<file path="src/rtl/lif_pkg.sv">
// Shared constants and helpers for the leaky integrate-and-fire neuron array.
package lif_pkg;

    // Default array configuration.
    localparam int DEF_N_NEURONS  = 4;
    localparam int DEF_WIDTH      = 8;
    localparam int DEF_LEAK_SHIFT = 1;
    localparam int DEF_REF_CYCLES = 2;

    // Working width of the saturating adder; WIDTH must stay below this.
    localparam int SAT_W = 32;

    // Post-spike reset modes.
    localparam logic RST_ZERO = 1'b0;
    localparam logic RST_SUB  = 1'b1;

    // Refractory counter width: enough to hold REF_CYCLES, never less than one bit.
    function automatic int ref_width(input int ref_cycles);
        return (ref_cycles <= 0) ? 1 : $clog2(ref_cycles + 1);
    endfunction

    // Unsigned add of two width-bit operands, clamped to 2^width - 1.
    function automatic logic [SAT_W-1:0] sat_add(
        input logic [SAT_W-1:0] a,
        input logic [SAT_W-1:0] b,
        input int unsigned      width
    );
        logic [SAT_W:0] sum;
        logic [SAT_W:0] lim;
        sum = {1'b0, a} + {1'b0, b};
        lim = ((SAT_W+1)'(1) << width) - (SAT_W+1)'(1);
        return (sum > lim) ? lim[SAT_W-1:0] : sum[SAT_W-1:0];
    endfunction

endpackage

</file>
<file path="src/rtl/lif_cell.sv">
// One leaky integrate-and-fire channel: membrane state, refractory counter,
// spike register, shift leak, saturating integrate and threshold compare.
module lif_cell
    import lif_pkg::*;
#(
    parameter int WIDTH      = DEF_WIDTH,
    parameter int LEAK_SHIFT = DEF_LEAK_SHIFT,
    parameter int REF_CYCLES = DEF_REF_CYCLES
) (
    input  logic             clk,
    input  logic             rst_n,
    input  logic             en,
    input  logic [WIDTH-1:0] current,
    input  logic [WIDTH-1:0] threshold,
    input  logic             reset_mode,
    input  logic             leak_en,
    output logic [WIDTH-1:0] state,
    output logic             spike,
    output logic             spike_next
);

    localparam int RW = ref_width(REF_CYCLES);
    localparam logic [RW-1:0] REF_LOAD = RW'(REF_CYCLES);

    logic [WIDTH-1:0] state_q, state_d;
    logic [RW-1:0]    ref_cnt_q, ref_cnt_d;
    logic             spike_q, spike_d;
    logic [WIDTH-1:0] leaked;
    logic [WIDTH-1:0] sum;

    // Next-state: refractory bypass, otherwise integrate and test for a spike.
    always_comb begin
        // NOTE: every output of this block gets a default first so no path leaves it unassigned, which would infer a latch.
        state_d   = state_q;
        ref_cnt_d = ref_cnt_q;
        spike_d   = 1'b0;
        leaked    = leak_en ? (state_q - (state_q >> LEAK_SHIFT)) : state_q;
        sum       = WIDTH'(sat_add(SAT_W'(leaked), SAT_W'(current), WIDTH));
        if (en) begin
            if (ref_cnt_q != '0) begin
                // Refractory: input is ignored, only the leak acts.
                state_d   = leaked;
                ref_cnt_d = ref_cnt_q - RW'(1);
            end else if (sum >= threshold) begin
                spike_d   = 1'b1;
                ref_cnt_d = REF_LOAD;
                state_d   = (reset_mode == RST_SUB) ? (sum - threshold) : '0;
            end else begin
                state_d = sum;
            end
        end
    end

    // Channel registers, cleared asynchronously.
    always_ff @(posedge clk or negedge rst_n) begin
        // NOTE: sequential state uses non-blocking assignments so every flop samples pre-edge values.
        if (!rst_n) begin
            state_q   <= '0;
            ref_cnt_q <= '0;
            spike_q   <= 1'b0;
        end else begin
            state_q   <= state_d;
            ref_cnt_q <= ref_cnt_d;
            spike_q   <= spike_d;
        end
    end

    assign state      = state_q;
    assign spike      = spike_q;
    assign spike_next = spike_d;

endmodule

</file>
<file path="src/rtl/lif_neuron_array.sv">
// Array of independent LIF channels sharing threshold, reset mode and leak
// control, with a registered any-spike flag and a local reset synchroniser.
module lif_neuron_array
    import lif_pkg::*;
#(
    parameter int N_NEURONS  = DEF_N_NEURONS,
    parameter int WIDTH      = DEF_WIDTH,
    parameter int LEAK_SHIFT = DEF_LEAK_SHIFT,
    parameter int REF_CYCLES = DEF_REF_CYCLES
) (
    input  logic                       clk,
    input  logic                       rst_n,
    input  logic                       en,
    input  logic [N_NEURONS*WIDTH-1:0] current,
    input  logic [WIDTH-1:0]           threshold,
    input  logic                       reset_mode,
    input  logic                       leak_en,
    output logic [N_NEURONS*WIDTH-1:0] state,
    output logic [N_NEURONS-1:0]       spike,
    output logic                       any_spike
);

    logic [1:0]           rst_sync_q, rst_sync_d;
    logic                 rst_n_int;
    logic [N_NEURONS-1:0] spike_next;
    logic                 any_spike_q, any_spike_d;

    // Shift register inputs: ones march in after the pin releases.
    always_comb begin
        rst_sync_d  = {rst_sync_q[0], 1'b1};
        any_spike_d = |spike_next;
    end

    // Reset synchroniser: assertion is immediate, release is aligned to clk.
    always_ff @(posedge clk or negedge rst_n) begin
        if (!rst_n) begin
            rst_sync_q <= '0;
        end else begin
            rst_sync_q <= rst_sync_d;
        end
    end

    assign rst_n_int = rst_sync_q[1];

    for (genvar g = 0; g < N_NEURONS; g++) begin : g_cell
        lif_cell #(
            .WIDTH      (WIDTH),
            .LEAK_SHIFT (LEAK_SHIFT),
            .REF_CYCLES (REF_CYCLES)
        ) u_cell (
            .clk        (clk),
            .rst_n      (rst_n_int),
            .en         (en),
            .current    (current[g*WIDTH +: WIDTH]),
            .threshold  (threshold),
            .reset_mode (reset_mode),
            .leak_en    (leak_en),
            .state      (state[g*WIDTH +: WIDTH]),
            .spike      (spike[g]),
            .spike_next (spike_next[g])
        );
    end

    // any_spike registered alongside the per-channel spike bits.
    always_ff @(posedge clk or negedge rst_n_int) begin
        if (!rst_n_int) begin
            any_spike_q <= 1'b0;
        end else begin
            any_spike_q <= any_spike_d;
        end
    end

    assign any_spike = any_spike_q;

endmodule

</file>
<file path="config.mk">
export PLATFORM = sky130hd
export DESIGN_NAME = lif_neuron_array
export DESIGN_NICKNAME = d
export VERILOG_FILES = /design/src/rtl/lif_pkg.sv /design/src/rtl/lif_cell.sv /design/src/rtl/lif_neuron_array.sv
export SDC_FILE = /design/constraint.sdc
export NUM_CORES = 1
export LEC_CHECK = 0
export ABC_AREA = 0
export BUFFER_PORTS_ARGS = -buffer_cell sky130_fd_sc_hd__buf_2
export CAP_MARGIN = 20
export CORE_MARGIN = 5
export CORE_UTILIZATION = 38
export CTS_CLUSTER_DIAMETER = 60
export DETAILED_ROUTE_END_ITERATION = 10
export SKIP_CTS_REPAIR_TIMING = 1
export SLEW_MARGIN = 25
export SYNTH_ARGS = -nofsm -noshare
export SYNTH_HDL_FRONTEND = slang
export SYNTH_SLANG_ARGS = --single-unit
</file>
<file path="constraint.sdc">
create_clock -name clk -period 1.85 [get_ports clk]
set_input_delay 0.185 -clock clk [delete_from_list [all_inputs] [get_ports clk]]
set_output_delay 0.185 -clock clk [all_outputs]
set_load 0.1 [all_outputs]
</file>
## Yosys cells after proc, flatten, opt, wreduce, memory -nomap -nowiden

Cells that the tools add are included.

- Add/sub/neg operators: 16
- Magnitude comparators: 8
- Muxes and demuxes: 40
- Reductions and logical operators: 13

Operator list:

| kind | number |
|---|---|
| $mux 8 | 20 |
| $add 8x8->9 | 4 |
| $gt 9x8->1 const B | 4 |
| $ge 8x8->1 | 4 |
| $sub 8x7->8 | 4 |
| $sub 8x8->8 | 4 |
| $mux 2 | 8 |
| $reduce_bool 2->1 | 8 |
| $mux 1 | 12 |
| $reduce_and 2->1 | 4 |
| $sub 2x1->2 const B | 4 |
| $reduce_or 4->1 | 1 |

- Flip-flop bits (word level): 47
- Bits of input ports: 45
- Output and inout bits: 37
- Logic and storage cells: 91

## Logic depth before layout (Yosys ltp)

- Depth after elaboration: 10
- Mapped depth: 24
- Depth with buffers taken out: 23

## Cells and area by module

A second synthesis with hierarchy kept.

- Cells, all modules: 939
- Area, all modules: 7,423.4 µm²

Modules (own cells, without submodules):

| module | instances | cells an instance | area each (µm²) | sequential area each (µm²) |
|---|---|---|---|---|
| lif_cell (g_cell[0].u_cell) | 1 | 231 | 1,869.3 | 275.3 |
| lif_cell (g_cell[3].u_cell) | 1 | 237 | 1,833.0 | 275.3 |
| lif_cell (g_cell[1].u_cell) | 1 | 229 | 1,818.0 | 275.3 |
| lif_cell (g_cell[2].u_cell) | 1 | 237 | 1,816.7 | 275.3 |
| lif_neuron_array | 1 | 5 | 86.3 | 75.1 |

## Worst setup path before layout

Ideal clock, no wire load.

- Kind: register to register
- Start point: register g_cell[1].u_cell.state_q[0]
- End point: register g_cell[1].u_cell.ref_cnt_q[0]
- Setup time: 128 ps
- Arrival: 5,348 ps
- Data required time: 1,722 ps
- Setup slack: -3,625 ps
- Cell stages (with the launch flop): 22
- Buffers on the path: 0
- Period minus slack after synthesis: 5,475 ps
- Path through: dfrtp_1 > inv_1 > ha_1 > fa_1 > nor2b_1 > o31ai_1 > a31o_2 > ha_1 > and2_1 > a221o_1 > o21bai_4 > nand2_1 > nor2_1 > ha_1 > inv_1 > fa_1 > a211oi_2 > o21a_2 > o21ai_2 > a211oi_4 > nand2b_1 > mux2_1

- Cells in the longest elaborated chain, start to end: 8

Ends and longest elaborated chain:

| what | RTL line | RTL |
|---|---|---|
| start: declaration | lif_cell.sv:25 | `logic [WIDTH-1:0] state_q, state_d;` |
| start signal: assignment | lif_cell.sv:62 | `state_q <= state_d;` |
| $sub 8x7->8 | lif_cell.sv:37 | `leaked = leak_en ? (state_q - (state_q >> LEAK_SHIFT)) : state_q;` |
| $mux 8 (*) | lif_cell.sv:37 |  |
| $add 8x8->9 (*) | lif_pkg.sv:30 | `sum = {1'b0, a} + {1'b0, b};` |
| $gt 9x8->1 | lif_pkg.sv:32 | `return (sum > lim) ? lim[SAT_W-1:0] : sum[SAT_W-1:0];` |
| $mux 8 (*) | lif_pkg.sv:32 |  |
| $ge 8x8->1 (*) | lif_cell.sv:44 | `end else if (sum >= threshold) begin` |
| $reduce_bool 2->1 (no source line) (*) | -- |  |
| $reduce_and 2->1 (no source line) (*) | -- |  |
| end signal: assignment | lif_cell.sv:63 | `ref_cnt_q <= ref_cnt_d;` |
| end: declaration | lif_cell.sv:26 | `logic [RW-1:0] ref_cnt_q, ref_cnt_d;` |

Every way passes the cells marked *; elsewhere a longest branch is shown, timed or not.
A chain may end at the register's enable or synchronous reset.

## Final worst setup path

- Start point: register g_cell[0].u_cell.state_q[1]
- End point: register g_cell[0].u_cell.state_q[7]

- Cells in the longest elaborated chain, start to end: 9
- Elaborated cells on any way between the ends: 10
- Classes of those cells: add/sub: 3; order compare: 2; mux: 5

Ends and longest elaborated chain:

| what | RTL line | RTL |
|---|---|---|
| start: declaration | lif_cell.sv:25 |  |
| start signal: assignment | lif_cell.sv:62 |  |
| $sub 8x7->8 | lif_cell.sv:37 |  |
| $mux 8 (*) | lif_cell.sv:37 |  |
| $add 8x8->9 | lif_pkg.sv:30 |  |
| $gt 9x8->1 | lif_pkg.sv:32 |  |
| $mux 8 | lif_pkg.sv:32 |  |
| $sub 8x8->8 | lif_cell.sv:47 | `state_d = (reset_mode == RST_SUB) ? (sum - threshold) : '0;` |
| $mux 8 | lif_cell.sv:47 |  |
| $mux 8 | lif_cell.sv:44 |  |
| $mux 8 (*) | lif_cell.sv:40 | `if (ref_cnt_q != '0) begin` |

Marks and branches as above.

==> results.cfg <==
[grt]
grt_pass1_wl_mm = 40.8
grt_max_degree = 18
grt-ovfl-total = 0
grt_util_all_layers_pct = 22.4
first_global_vias = 8260
antenna_found_initial = 0

[floorplan]
fp.dieH_um = 149
rows = 50
dieArea_um2 = 22200
dieWidth_um = 149
placeableCoreArea_um2 = 18900
initial_core_util_pct = 38.9
io_pins = 82

[cts]
clkLatencyLatePin_ns = 0.31
clockRootBuffer = clkbuf_16
clkSinkCount = 47
cts_tree = built
cts_made_buffers = 5
clk_pin_slew_ns = 0.08
clockBufferDepth = 2
htree_levels = 2

[flow_run]
drv_cap = 0

[place]
place_area_um2 = 10900
dp.cells = 1558
portBuffers = 81
gp_congestion = 0.913
post-dp-hpwl_mm = 21.0

[critical_path]
critPathMaxFanout = 5
critPathLaunchType = flop
reg2reg_to = g_cell[0].u_cell.state[7]
required_ns = 2.07
criticalPathCategory = flop to flop
arrival_ns = 4.85
reg2regPathDepth = 20
setup.worst_path.end_class = flop
r2r-start = g_cell[0].u_cell.state[1]
reg2reg_slack_ns = -2.78

[detailed_routing]
vias_per_cell = 5.39
firstDrtPassIters = 5
ant_nets = 0
route.final.wire_length_mm = 27.4
wl_per_cell_um = 17.0
drt_iter0_drc = 394
drcViolationCount = 0
vias = 8693

[min_path]
hold_path.class = primary input to async pin

[synthesis]
synth_edf_count = 0
synth.distinct_cells = 83
async_reset_ff_share_pct = 100
synth-seq-cells = 47
syn-cell-area_um2 = 7340
seq_area_frac_synth_pct = 16.0
synthCells = 933
syn-num-nets = 1090
yosys_warnings = 0
syn_area_per_cell_um2 = 7.87
synth_flop_cell = dfrtp_1

[timing]
fmax_mhz = 216
setup_ws_ns = -2.78
rsz0062_at_grt = yes
finalCritPeriodShare_pct = 250
worstMarginPinSlew_ns = 0.573
fin_hold_ws_ns = 0.171
finalMaxSlewViolations = 0
finalSetupTns_ns = -118.93
hold_violations = 0
finalSetupViolCount = 45
timing.slew.headroom_pct = 61.8
min_period_ns = 4.63
clock_skew_ns = 0.00576

[finish]
fin_nets = 1509
mostFrequentLayoutCells = buf_4, buf_2, inv_1
final_common_cell = buf_4
areaGrowthSynthToFinish_pct = 67.5
layoutNonFillerInstCount = 1613
fin_area_um2 = 12300
antenna_cells = 0
drive_gt1_share_pct = 53.4

[status]
violations = setup timing
status = finished, violations left
[Yosys cell counts (9+ instances only)]
master / n / share of area (%)
or4_1: 9 / 0.92
xor2_1: 16 / 1.9
nand3_1: 37 / 2.5
dfrtp_1: 47 / 16
a211o_1: 9 / 1.1
a22oi_1: 11 / 1.1
inv_1: 88 / 4.5
nand4_1: 13 / 1.1
ha_1: 100 / 17
o21a_1: 15 / 1.5
a21oi_1: 52 / 3.5
nor2b_1: 15 / 1.3
nor2_1: 63 / 3.2
o21ai_0: 58 / 4.0
nor3_1: 17 / 1.2
or2_2: 10 / 0.85
nand2b_1: 18 / 1.5
a32oi_1: 11 / 1.3
nand2_1: 70 / 3.6
a21o_1: 19 / 1.9
fa_1: 12 / 3.3
a211oi_1: 9 / 0.92
o211ai_1: 13 / 1.3
a31oi_1: 12 / 1.0
clkbuf_1: 14 / 0.72
mux2i_1: 10 / 1.4
xnor2_1: 25 / 3.0
[routing by layer]
layer,global-route usage (%),share of wire [%],vias up
met5,0,0,-
met4,5.77,2.2,0
met3,2.92,3.2,51
met2,39.5,50,169
met1,29.0,45,4170
li1,-,-,4303
[per-stage QoR]
stage | worst slack (ns) | utilization, %
2_1_floorplan | -2.93 | -
3_3_place_gp | -2.94 | 57.9
3_5_place_dp | -3.03 | 57.9
4_1_cts | -3.04 | 58.9
5_1_grt | -2.99 | 65.1
6_report | -2.78 | 65.1
[critical path, stage by stage, from the launching register on]
cell       delay (ns)
dfrtp_4          0.52
ha_4             0.18
fa_2             0.38
nor2b_2          0.15
o31a_1           0.21
o22ai_2          0.10
xnor2_1          0.18
nand2_1          0.08
o21ai_2          0.09
ha_4             0.24
buf_4            0.14
a2111oi_1        0.43
o21bai_1         0.19
ha_1             0.31
and4_1           0.18
a21oi_1          0.22
o21ai_4          0.12
a21o_4           0.25
buf_6            0.12
a211o_1          0.23
a32oi_1          0.22
[worst max-delay path by stage]
stage | startpoint | to | slack, ns | cells after the start
2_1_floorplan | g_cell[1].u_cell.state[0] | g_cell[1].u_cell.ref_cnt_q[0] | -2.93 | 21
3_3_place_gp | g_cell[0].u_cell.state[2] | g_cell[0].u_cell.state[7] | -2.94 | 25
3_5_place_dp | g_cell[0].u_cell.state[1] | g_cell[0].u_cell.state[7] | -3.03 | 23
4_1_cts | g_cell[0].u_cell.state[1] | g_cell[0].u_cell.state[7] | -3.04 | 23
5_1_grt | g_cell[0].u_cell.state[1] | g_cell[0].u_cell.state[7] | -2.99 | 23
6_report | g_cell[0].u_cell.state[1] | g_cell[0].u_cell.state[7] | -2.78 | 20
[final cells by class]
cell class | count | area, µm²
inverters | 89 | 339
clock buffers | 6 | 139
repair buffers | 443 | 3260
fillers | 1583 | 6590
flip-flops and latches | 47 | 1270
well taps | 260 | 325
clock inverters | 2 | 35.0
multi-input cells | 766 | 6930
[cells by family after synthesis]
| kind of cell | share of synthesized area, % |
|---|---|
| compound gates | 28.6 |
| mux | 2.13 |
| fa+ha+maj | 20.3 |
| xor+xnor | 4.89 |
| other cells | 0.0511 |
| simple gates | 21.3 |
| flops | 16.0 |
| buf+inv | 6.71 |
[state kept, by name (all words and copies together) (netlist names)]
signal / flops
rst_sync_q: 2
g_cell.u_cell.spike: 4
g_cell.u_cell.ref_cnt_q: 8
g_cell.u_cell.state: 32
any_spike: 1
Power is left out: the tool's default activity adds up to more than one toggle a clock period on the data nets, which glitch-free logic cannot reach.
